==> config.mk <==
export PLATFORM = sky130hd
export DESIGN_NAME = multi_reaction_timer
export DESIGN_NICKNAME = d
export VERILOG_FILES = /design/src/rtl/multi_reaction_timer.sv
export SDC_FILE = /design/constraint.sdc
export NUM_CORES = 1
export LEC_CHECK = 0
export BUFFER_PORTS_ARGS = -buffer_cell sky130_fd_sc_hd__buf_4
export CORE_ASPECT_RATIO = 0.75
export CORE_MARGIN = 3
export CORE_UTILIZATION = 38
export DETAILED_ROUTE_END_ITERATION = 12
export PLACE_DENSITY_LB_ADDON = 0.25
export SLEW_MARGIN = 20
export SYNTH_ARGS = -nofsm -noshare
export SYNTH_HDL_FRONTEND = slang
export SYNTH_SLANG_ARGS = --single-unit
==> constraint.sdc <==
create_clock -name clk -period 1.93 [get_ports clk]
set_input_delay 0.193 -clock clk [delete_from_list [all_inputs] [get_ports clk]]
set_output_delay 0.193 -clock clk [all_outputs]
set_load 0.03 [all_outputs]
==> src/rtl/multi_reaction_timer.sv <==
// Multi-player reaction timer: LFSR go-delay, BCD millisecond counter, winner/foul detection.
// Optional best-time tracking is enabled by defining MULTI_REACTION_BEST_TIME_EN.
module multi_reaction_timer #(
    parameter int NUM_PLAYERS  = 2,
    parameter int NUM_DIGITS   = 4,
    parameter int TICKS_PER_MS = 100000,
    parameter int MIN_DELAY_MS = 1000,
    parameter int RAND_BITS    = 11,
    localparam int WIN_W       = (NUM_PLAYERS > 1) ? $clog2(NUM_PLAYERS) : 1
) (
    input  logic                      clk,
    input  logic                      RESET_N,
    input  logic                      start,
    input  logic [NUM_PLAYERS-1:0]    enter,
    output logic                      led_r,
    output logic                      led_g,
    output logic                      led_b,
    output logic [4*NUM_DIGITS-1:0]   digits,
    output logic [WIN_W-1:0]          winner,
    output logic                      timeout,
    output logic                      foul,
`ifdef MULTI_REACTION_BEST_TIME_EN
    output logic [4*NUM_DIGITS-1:0]   best_digits,
    output logic                      new_best,
`endif
    output logic                      rs_en
);

    localparam int DW = $clog2(MIN_DELAY_MS + (2 ** RAND_BITS)) + 1;
    localparam int TW = (TICKS_PER_MS > 1) ? $clog2(TICKS_PER_MS) : 1;

    typedef enum logic [2:0] {S_IDLE, S_WAIT, S_GO, S_DONE, S_FOUL} state_t;

    // LED pattern {r,g,b} shown while in a given state
    function automatic logic [2:0] led_code(input state_t s);
        case (s)
            S_IDLE:  led_code = 3'b001;
            S_WAIT:  led_code = 3'b100;
            S_GO:    led_code = 3'b010;
            S_DONE:  led_code = 3'b011;
            S_FOUL:  led_code = 3'b101;
            default: led_code = 3'b001;
        endcase
    endfunction

    function automatic logic [WIN_W-1:0] lowest_idx(input logic [NUM_PLAYERS-1:0] v);
        lowest_idx = '0;
        for (int i = NUM_PLAYERS - 1; i >= 0; i--) begin
            if (v[i]) lowest_idx = WIN_W'(i);
        end
    endfunction

    function automatic logic [4*NUM_DIGITS-1:0] bcd_inc(input logic [4*NUM_DIGITS-1:0] d);
        logic carry;
        bcd_inc = d;
        carry   = 1'b1;
        for (int i = 0; i < NUM_DIGITS; i++) begin
            if (carry) begin
                if (d[4*i +: 4] == 4'd9) begin
                    bcd_inc[4*i +: 4] = 4'd0;
                end else begin
                    bcd_inc[4*i +: 4] = d[4*i +: 4] + 4'd1;
                    carry = 1'b0;
                end
            end
        end
    endfunction

    function automatic logic all_nines(input logic [4*NUM_DIGITS-1:0] d);
        all_nines = 1'b1;
        for (int i = 0; i < NUM_DIGITS; i++) begin
            if (d[4*i +: 4] != 4'd9) all_nines = 1'b0;
        end
    endfunction

    state_t                   r_state;
    logic                     r_start_q, r_start_edge;
    logic [NUM_PLAYERS-1:0]   r_enter_q, r_enter_edge;
    logic [15:0]              r_lfsr;
    logic [TW-1:0]            r_tick;
    logic [DW-1:0]            r_delay;
    logic [4*NUM_DIGITS-1:0]  r_digits;
    logic [WIN_W-1:0]         r_winner;
    logic                     r_timeout, r_foul, r_rs_en;
    logic                     r_led_r, r_led_g, r_led_b;
`ifdef MULTI_REACTION_BEST_TIME_EN
    logic [4*NUM_DIGITS-1:0]  r_best;
    logic                     r_new_best;
`endif

    logic w_strobe, w_any_enter, w_fb;
    assign w_strobe    = (r_tick == TW'(TICKS_PER_MS - 1));
    assign w_any_enter = |r_enter_edge;
    assign w_fb        = r_lfsr[15] ^ r_lfsr[13] ^ r_lfsr[12] ^ r_lfsr[10];

    // Button edge detection and free-running LFSR
    always_ff @(posedge clk or negedge RESET_N) begin
        if (!RESET_N) begin
            r_start_q    <= 1'b0;
            r_start_edge <= 1'b0;
            r_enter_q    <= '0;
            r_enter_edge <= '0;
            r_lfsr       <= 16'hACE1;
        end else begin
            r_start_q    <= start;
            r_start_edge <= start & ~r_start_q;
            r_enter_q    <= enter;
            r_enter_edge <= enter & ~r_enter_q;
            r_lfsr       <= {r_lfsr[14:0], w_fb};
        end
    end

    // Game FSM with registered outputs; the tick counter restarts on every state change
    always_ff @(posedge clk or negedge RESET_N) begin
        if (!RESET_N) begin
            r_state   <= S_IDLE;
            r_tick    <= '0;
            r_delay   <= '0;
            r_digits  <= '0;
            r_winner  <= '0;
            r_timeout <= 1'b0;
            r_foul    <= 1'b0;
            r_rs_en   <= 1'b0;
            {r_led_r, r_led_g, r_led_b} <= 3'b001;
`ifdef MULTI_REACTION_BEST_TIME_EN
            r_best     <= {NUM_DIGITS{4'd9}};
            r_new_best <= 1'b0;
`endif
        end else begin
`ifdef MULTI_REACTION_BEST_TIME_EN
            r_new_best <= 1'b0;
`endif
            r_tick <= w_strobe ? '0 : r_tick + TW'(1'b1);
            case (r_state)
                S_IDLE, S_DONE, S_FOUL: begin
                    if (r_start_edge) begin
                        r_state   <= S_WAIT;
                        r_tick    <= '0;
                        r_delay   <= DW'(MIN_DELAY_MS) + DW'(r_lfsr[RAND_BITS-1:0]);
                        r_digits  <= '0;
                        r_winner  <= '0;
                        r_timeout <= 1'b0;
                        r_foul    <= 1'b0;
                        r_rs_en   <= 1'b0;
                        {r_led_r, r_led_g, r_led_b} <= led_code(S_WAIT);
                    end
                end
                S_WAIT: begin
                    if (w_any_enter) begin
                        r_state  <= S_FOUL;
                        r_tick   <= '0;
                        r_winner <= lowest_idx(r_enter_edge);
                        r_foul   <= 1'b1;
                        {r_led_r, r_led_g, r_led_b} <= led_code(S_FOUL);
                    end else if (w_strobe) begin
                        if (r_delay <= DW'(1'b1)) begin
                            r_state <= S_GO;
                            r_tick  <= '0;
                            {r_led_r, r_led_g, r_led_b} <= led_code(S_GO);
                        end else begin
                            r_delay <= r_delay - DW'(1'b1);
                        end
                    end
                end
                S_GO: begin
                    // A press on a strobe cycle wins over the increment
                    if (w_any_enter) begin
                        r_state  <= S_DONE;
                        r_tick   <= '0;
                        r_winner <= lowest_idx(r_enter_edge);
                        r_rs_en  <= 1'b1;
                        {r_led_r, r_led_g, r_led_b} <= led_code(S_DONE);
`ifdef MULTI_REACTION_BEST_TIME_EN
                        if (r_digits < r_best) begin
                            r_best     <= r_digits;
                            r_new_best <= 1'b1;
                        end
`endif
                    end else if (w_strobe) begin
                        if (all_nines(r_digits)) begin
                            r_state   <= S_DONE;
                            r_tick    <= '0;
                            r_timeout <= 1'b1;
                            r_rs_en   <= 1'b1;
                            {r_led_r, r_led_g, r_led_b} <= led_code(S_DONE);
                        end else begin
                            r_digits <= bcd_inc(r_digits);
                        end
                    end
                end
                default: begin
                    r_state <= S_IDLE;
                    r_tick  <= '0;
                    {r_led_r, r_led_g, r_led_b} <= led_code(S_IDLE);
                end
            endcase
        end
    end

    assign led_r   = r_led_r;
    assign led_g   = r_led_g;
    assign led_b   = r_led_b;
    assign digits  = r_digits;
    assign winner  = r_winner;
    assign timeout = r_timeout;
    assign foul    = r_foul;
    assign rs_en   = r_rs_en;
`ifdef MULTI_REACTION_BEST_TIME_EN
    assign best_digits = r_best;
    assign new_best    = r_new_best;
`endif

endmodule

==> results.py, run 1 <==
metrics = {
    "synth": {
        "post_synth.cell_area_avg_um2": 9.991,
        "async_flop_share_pct": 100.0,
        "yosysWarningCount": 0,
        "synth_top_flop_cell": "sky130_fd_sc_hd__dfrtp_1",
        "ys_seq_area_share_pct": 47.46,
        "netlist_area_mm2": 0.004136,
        "synth_enable_flop_cells": 0,
        "yosysUniqueCellTypes": 73,
        "yosys-top-cells-area": "sky130_fd_sc_hd__dfrtp_1 42%, sky130_fd_sc_hd__dfstp_2 5.7%, sky130_fd_sc_hd__ha_1 3.6%, sky130_fd_sc_hd__nor2_1 3.4%, sky130_fd_sc_hd__nand2_1 2.8%",
        "synth.ff_latch_count": 78,
        "fraction_of_post_synthesis_cell_area_in_the_top_cell_type_by_area_pct": 41.74,
        "yosys.area.top_type": "sky130_fd_sc_hd__dfrtp_1",
        "mappedNetlistNets": 431,
        "number_of_standard_cells_after_synthesis": 414,
    },
    "placed_design": {
        "detailedPlace.worstSlack_ns": -0.1226,
        "dp_hpwl_um": 8444,
        "post_dp_area_mm2": 0.005283,
        "port-buffer-count": 27,
        "final_weighted_congestion_of_routability_driven_global_placement": 0.9012,
    },
    "cts": {
        "cts_max_level": 3,
        "clkTransAtPathRegs_ns": 0.06,
        "clk_latency_ns": 0.34,
        "ctsLongestPathBuffers": 2,
        "tritoncts_num_sinks": 78,
        "cell_chosen_for_the_clock_root": "sky130_fd_sc_hd__clkbuf_16",
        "cts_tree": "built",
        "tritoncts.num_buffers": 9,
    },
    "timing": {
        "timing.final.crit_period_ns": 1.956,
        "setup_viol": 2,
        "fin_hold_ws_ns": 0.3370,
        "max_freq_mhz": 511.2,
        "maxSlewViolCount": 0,
        "rsz_0062_raised_after_global_routing": "true",
        "count_of_endpoints_failing_hold_in_the_final_timing_report": 0,
        "relSlewSlack_pct": 67.66,
        "worst_slew_pin_slew_ns": 0.4728,
        "clock-skew-final_ns": 0.007058,
        "setup_slack_of_the_critical_path_after_layout_ns": -0.02600,
        "final_min_period_over_clock_period_pct": 101.3,
    },
    "global_route": {
        "grt_overflow": 0,
        "grt_util_all_layers_pct": 19.16,
        "largest_net_degree_at_the_start_of_global_routing": 47,
        "grt_pass1_vias": 3573,
        "grt_pass1_wl_um": 18280,
        "antenna_found_initial": 0,
    },
    "route": {
        "drt_pass1_iterations": 5,
        "number_of_nets_with_antenna_violations_after_routing": 0,
        "totalWireLength_um": 11500,
        "m1WireLength_um": 5793,
        "drt-vias-per-instance": 5.450,
        "drtIter0Drc": 297,
        "dr_wl_met2_um": 4839,
        "route.detailed.wl_per_inst_um": 16.48,
        "route.met3.wl_um": 744,
        "routed-via-count": 3804,
        "top_signal_layer_used": "met4",
        "remaining_drc_errors": 0,
    },
    "worst_setup_path": {
        "worstPathMaxFanout": 6,
        "timing.critical_path.required_ns": 2.16,
        "critical_path_class": "reg -> reg",
        "cp.arrival_ns": 2.18,
        "setup_crit_end_kind": "register",
        "cp-start-kind": "register",
    },
    "floorplanning": {
        "rows": 32,
        "die_width_um": 126.5,
        "fp.dieArea_mm2": 0.01219,
        "start_util_pct": 39.58,
        "die-height_um": 96.36,
        "io-pin-count": 28,
        "floorplan.core_area_mm2": 0.01045,
    },
    "status": {
        "failing_checks": "negative setup slack",
        "status": "complete, but fails checks",
    },
    "final_layout": {
        "area.growth.synth_to_final_pct": 44.28,
        "antenna-diode-count": 0,
        "final_layout_size_suffix_gt1_share_pct": 39.50,
        "total_number_of_nets_in_the_final_design": 574,
        "postLayoutCellArea_mm2": 0.005968,
        "utilization_pct": 57.11,
    },
    "power_and_ir_drop": {
        "power_density_mw_per_mm2": 1078,
        "power.static_leakage_nw": 2.778,
        "max_ir_drop_vdd_v": 0.0005721,
        "totalPowerFinal_mw": 6.435,
    },
    "run": {
        "drv_cap": 0,
    },
    "hold_path": {
        "min_path_type": "in -> async",
    },
}
[cell usage in the layout, fill, tap and decap left out, types with 10 or more instances in the layout]
cell / instances
sky130_fd_sc_hd__a21oi_1: 20
sky130_fd_sc_hd__nand2_1: 30
sky130_fd_sc_hd__inv_1: 10
sky130_fd_sc_hd__dfrtp_1: 61
sky130_fd_sc_hd__nor2_1: 37
sky130_fd_sc_hd__o21ai_0: 16
sky130_fd_sc_hd__xnor2_1: 11
sky130_fd_sc_hd__buf_4: 136
sky130_fd_sc_hd__nand4_1: 12
sky130_fd_sc_hd__nand3_1: 14
sky130_fd_sc_hd__xor2_1: 13
sky130_fd_sc_hd__and3_1: 10
[metrics by stage]
stage	TNS, ns	std cells
2_1_floorplan	-0.1990	414
3_3_place_gp	-0.4215	663
3_5_place_dp	-0.9057	663
4_1_cts	-0.03682	688
5_1_grt	-1.667	698
6_report	-0.03295	698
[Yosys cell counts, types with 4 or more instances]
library cell and n:
sky130_fd_sc_hd__nor2b_1 4, sky130_fd_sc_hd__o22ai_1 4, sky130_fd_sc_hd__nor2_1 38, sky130_fd_sc_hd__and4_1 4, sky130_fd_sc_hd__nand4_1 12, sky130_fd_sc_hd__mux2i_1 7
sky130_fd_sc_hd__inv_1 14, sky130_fd_sc_hd__a21o_1 4, sky130_fd_sc_hd__clkbuf_1 6, sky130_fd_sc_hd__nor3_1 8, sky130_fd_sc_hd__and3_1 11, sky130_fd_sc_hd__ha_1 12
sky130_fd_sc_hd__a21oi_1 22, sky130_fd_sc_hd__a31oi_1 7, sky130_fd_sc_hd__nand3_1 16, sky130_fd_sc_hd__nand2b_1 5, sky130_fd_sc_hd__o21ai_0 20, sky130_fd_sc_hd__o21ai_1 4
sky130_fd_sc_hd__nor4_1 6, sky130_fd_sc_hd__dfstp_2 9, sky130_fd_sc_hd__xor2_1 13, sky130_fd_sc_hd__dfrtp_1 69, sky130_fd_sc_hd__xnor2_1 11, sky130_fd_sc_hd__nand2_1 31
sky130_fd_sc_hd__o311ai_0 4, sky130_fd_sc_hd__buf_2 5
[critical path, cell delays in order (launching register included)]
cell and delay, ns:
sky130_fd_sc_hd__dfrtp_2 0.40, sky130_fd_sc_hd__inv_2 0.07, sky130_fd_sc_hd__ha_4 0.14, sky130_fd_sc_hd__nand3b_4 0.11, sky130_fd_sc_hd__or4_4 0.59, sky130_fd_sc_hd__nand4_4 0.14
sky130_fd_sc_hd__a21oi_4 0.09, sky130_fd_sc_hd__mux2_4 0.30
[final cells by class]
cell class                 instances  area, um^2
sequential                        78        1973
fill                             890        4482
clock inverter                     6       111.4
clock buffer                      10       229.0
tap                              136       170.2
timing repair buffer             144        1132
multi-input combinational        310        2300
inverter                          14       52.55
[cells by family (layout without fill, tap and decap cells)]
group	Yosys count	after routing	share of synthesized area, %
buffers and inverters	26	174	2.692
and+or+nand+nor	168	168	23.35
xor gates and xnor gates	24	24	5.082
AOI/OAI and AO/OA	97	97	15.55
adders and majority gates	12	12	3.630
DFF	78	78	47.46
muxes	9	9	2.238
[registers in the layout, indices dropped and copies added (netlist names), 2 cells and up]
register / cells
r_enter_q: 2
r_delay: 13
digits: 16
r_state: 3
r_lfsr: 16
r_enter_edge: 2
r_tick: 17
[power breakdown]
part	switching (mW)	total [mW]	internal, mW
Clock	0.670	1.93	1.26
Combinational	1.33	2.44	1.11
Sequential	0.190	2.06	1.87
[worst paths after layout]
check	startpoint	to	slack [ns]	cells after the start
worst max register to register	digits[9]	digits[5]	-0.03	7
worst min register to register	r_lfsr[14]	r_lfsr[15]	0.35	0
worst min-delay path	RESET_N	digits[15]	0.34	2
worst max-delay path	digits[9]	digits[5]	-0.03	7
min in group clk	r_lfsr[14]	r_lfsr[15]	0.35	0
max in group asynchronous	RESET_N	r_lfsr[11]	0.94	3
[what timing repair did]
item                       in CTS  in global routing
hold buffers                    4                  0
pin swaps                       6                 20
setup endpoints to repair      22                 31
buffers inserted                6                 10
hold endpoints to repair       35                  0
gates resized for setup        14                 29
[metal layers]
metal | vias up | GRT usage [%]
met1 | 1862 | 29.64
met5 | - | 0
met3 | 14 | 4.992
met4 | 0 | 4.911
met2 | 113 | 26.14
li1 | 1815 | -
Power figures use the tool's default switching activity.
==> run 2, diff against run 1 <==
--- a/config.mk
+++ b/config.mk
@@ -11,6 +11,7 @@
 export CORE_UTILIZATION = 38
 export DETAILED_ROUTE_END_ITERATION = 12
 export PLACE_DENSITY_LB_ADDON = 0.25
+export SETUP_SLACK_MARGIN = 0.1
 export SLEW_MARGIN = 20
 export SYNTH_ARGS = -nofsm -noshare
 export SYNTH_HDL_FRONTEND = slang
==> results.py, run 2 (same netlist as run 1, synthesis figures left out) <==
metrics = {
    "floorplanning": {
        "fp.dieArea_mm2": 0.01219,
        "floorplan.core_area_mm2": 0.01045,
        "die_width_um": 126.5,
        "start_util_pct": 39.58,
        "io-pin-count": 28,
        "die-height_um": 96.36,
        "rows": 32,
    },
    "route": {
        "number_of_nets_with_antenna_violations_after_routing": 0,
        "drt_pass1_iterations": 5,
        "drtIter0Drc": 272,
        "remaining_drc_errors": 0,
        "routed-via-count": 3970,
        "totalWireLength_um": 12600,
        "route.detailed.wl_per_inst_um": 17.77,
        "drt-vias-per-instance": 5.599,
    },
    "status": {
        "failing_checks": "negative setup slack",
        "status": "complete, but fails checks",
    },
    "global_route": {
        "groute.layer.met3.usage_pct": 5.158,
        "routing_usage_on_met1_pct": 28.82,
        "grt_pass1_vias": 3722,
        "globalRouteMet2Util_pct": 27.95,
        "largest_net_degree_at_the_start_of_global_routing": 48,
        "antenna_found_initial": 0,
        "grt_util_all_layers_pct": 19.43,
        "grt_pass1_wl_um": 18870,
        "grt_overflow": 0,
        "global_route.peak_usage_layer": "met1",
    },
    "final_layout": {
        "max_ffs_per_register": 17,
        "most_common_cell_after_layout_fill_and_taps_aside": "sky130_fd_sc_hd__buf_4",
        "instances_no_fill": 709,
        "total_number_of_nets_in_the_final_design": 585,
        "postLayoutCellArea_mm2": 0.006406,
        "largest-register": "r_tick",
        "final_layout_size_suffix_gt1_share_pct": 46.07,
        "area.growth.synth_to_final_pct": 54.87,
        "most-common-layout-cells": "133 x sky130_fd_sc_hd__buf_4, 60 x sky130_fd_sc_hd__dfrtp_1, 35 x sky130_fd_sc_hd__nor2_1, 27 x sky130_fd_sc_hd__nand2_1, 15 x sky130_fd_sc_hd__nand3_1",
        "antenna-diode-count": 0,
    },
    "timing": {
        "setup_slack_of_the_critical_path_after_layout_ns": -0.07035,
        "timing.final.crit_period_ns": 2.000,
        "clock-skew-final_ns": 0.009258,
        "setup_viol": 8,
        "rsz_0062_raised_after_global_routing": "true",
        "relSlewSlack_pct": 66.89,
        "worst_slew_pin_slew_ns": 0.4841,
        "max_freq_mhz": 499.9,
        "maxSlewViolCount": 0,
        "final_min_period_over_clock_period_pct": 103.6,
        "count_of_endpoints_failing_hold_in_the_final_timing_report": 0,
    },
    "worst_setup_path": {
        "r2r-start": "digits[1]",
        "timing.critical_path.required_ns": 2.15,
        "cp-start-kind": "register",
        "cp.arrival_ns": 2.22,
        "setup_crit_end_kind": "register",
        "worstPathMaxFanout": 5,
        "worst_r2r_path_depth": 7,
        "setup.worst_path.start": "digits[1]",
        "critical_path_class": "reg -> reg",
    },
    "power_and_ir_drop": {
        "max_ir_drop_vdd_v": 0.0006816,
        "power_density_mw_per_mm2": 1097,
        "power.static_leakage_nw": 2.935,
    },
    "cts": {
        "clkTransAtPathRegs_ns": 0.06,
        "tritoncts_num_sinks": 78,
        "cts_tree": "built",
        "tritoncts.num_buffers": 9,
        "ctsLongestPathBuffers": 2,
        "cts_max_level": 3,
        "cell_chosen_for_the_clock_root": "sky130_fd_sc_hd__clkbuf_16",
        "clk_latency_ns": 0.34,
    },
    "run": {
        "drv_cap": 0,
    },
    "placed_design": {
        "post_dp_area_mm2": 0.005244,
        "dp_hpwl_um": 8154,
        "final_weighted_congestion_of_routability_driven_global_placement": 0.9073,
        "port-buffer-count": 27,
        "numPlacedInstances": 654,
    },
    "hold_path": {
        "min_path_type": "in -> async",
    },
}
==> run 2: cell count changes in the layout (fill, tap and decap cells not counted), moves of 3 or more <==
cell / delta
sky130_fd_sc_hd__a21oi_1: -7
sky130_fd_sc_hd__a21oi_2: +3
sky130_fd_sc_hd__a21oi_4: +4
sky130_fd_sc_hd__buf_4: -3
sky130_fd_sc_hd__buf_6: +13
sky130_fd_sc_hd__nand2_1: -3
sky130_fd_sc_hd__nand2b_1: -3
sky130_fd_sc_hd__nand2b_4: +3
sky130_fd_sc_hd__nor4_1: -3
sky130_fd_sc_hd__o21ai_0: -5
==> run 2: worst max-delay path: stages (launching register included) <==
cell and delay [ns]:
sky130_fd_sc_hd__dfrtp_2 0.40, sky130_fd_sc_hd__inv_2 0.07, sky130_fd_sc_hd__ha_4 0.15, sky130_fd_sc_hd__nand3b_4 0.10
sky130_fd_sc_hd__or4_4 0.59, sky130_fd_sc_hd__nand4_4 0.17, sky130_fd_sc_hd__a21oi_4 0.08, sky130_fd_sc_hd__mux2_4 0.30
==> run 2: final cells by class <==
type,count,area (um^2)
clock buffers,12,236.5
clock inverters,4,120.1
repair buffers,155,1286
well taps,136,170.2
multi-input cells,310,2566
fillers,831,4044
inverters,14,52.55
flip-flops and latches,78,1974
==> run 2: through the flow <==
stage               setup TNS [ns]  power [mW]  worst slack, ns  util [%]  hold WS [ns]
floorplan                  -0.1978       3.253          -0.1147         -       -0.1026
global placement            -1.238       4.181          -0.1272     50.18        0.1596
detailed placement          -1.887       4.207          -0.1448     50.18        0.1635
CTS                        -0.1105       6.480         -0.03702     56.56        0.3476
global route                -1.475       7.365          -0.1396     61.30        0.3866
finish                     -0.2452       7.025         -0.07035     61.30        0.3399
==> run 2: timing repair <==
item | CTS | global route
endpoints found under the hold margin | 34 | 0
pin swaps | 20 | 43
hold buffers | 4 | 0
buffers inserted | 14 | 20
gates resized for setup | 38 | 69
endpoints found under the setup margin | 34 | 53
cloned | 0 | 2
==> run 2: worst paths after layout <==
path / slack [ns] / endpoint
worst max-delay path: -0.07 / digits[5]
worst min-delay path: 0.34 / digits[13]
worst max register to register: -0.07 / digits[5]
worst min register to register: 0.37 / r_lfsr[15]
max in group asynchronous: 0.93 / r_lfsr[11]
min in group clk: 0.37 / r_lfsr[15]
==> run 2: power by group <==
group	switching (mW)	leakage (nW)	internal, mW
Clock	0.660	0.171	1.40
Sequential	0.185	0.998	1.87
Combinational	1.58	1.77	1.34
==> run 2: routing by layer <==
metal | wire (um) | vias up | share of wire, %
met5 | 0 | - | 0
met3 | 851 | 23 | 6.8
met2 | 5577 | 136 | 44
met4 | 218 | 0 | 1.7
met1 | 5949 | 1968 | 47
li1 | - | 1843 | -
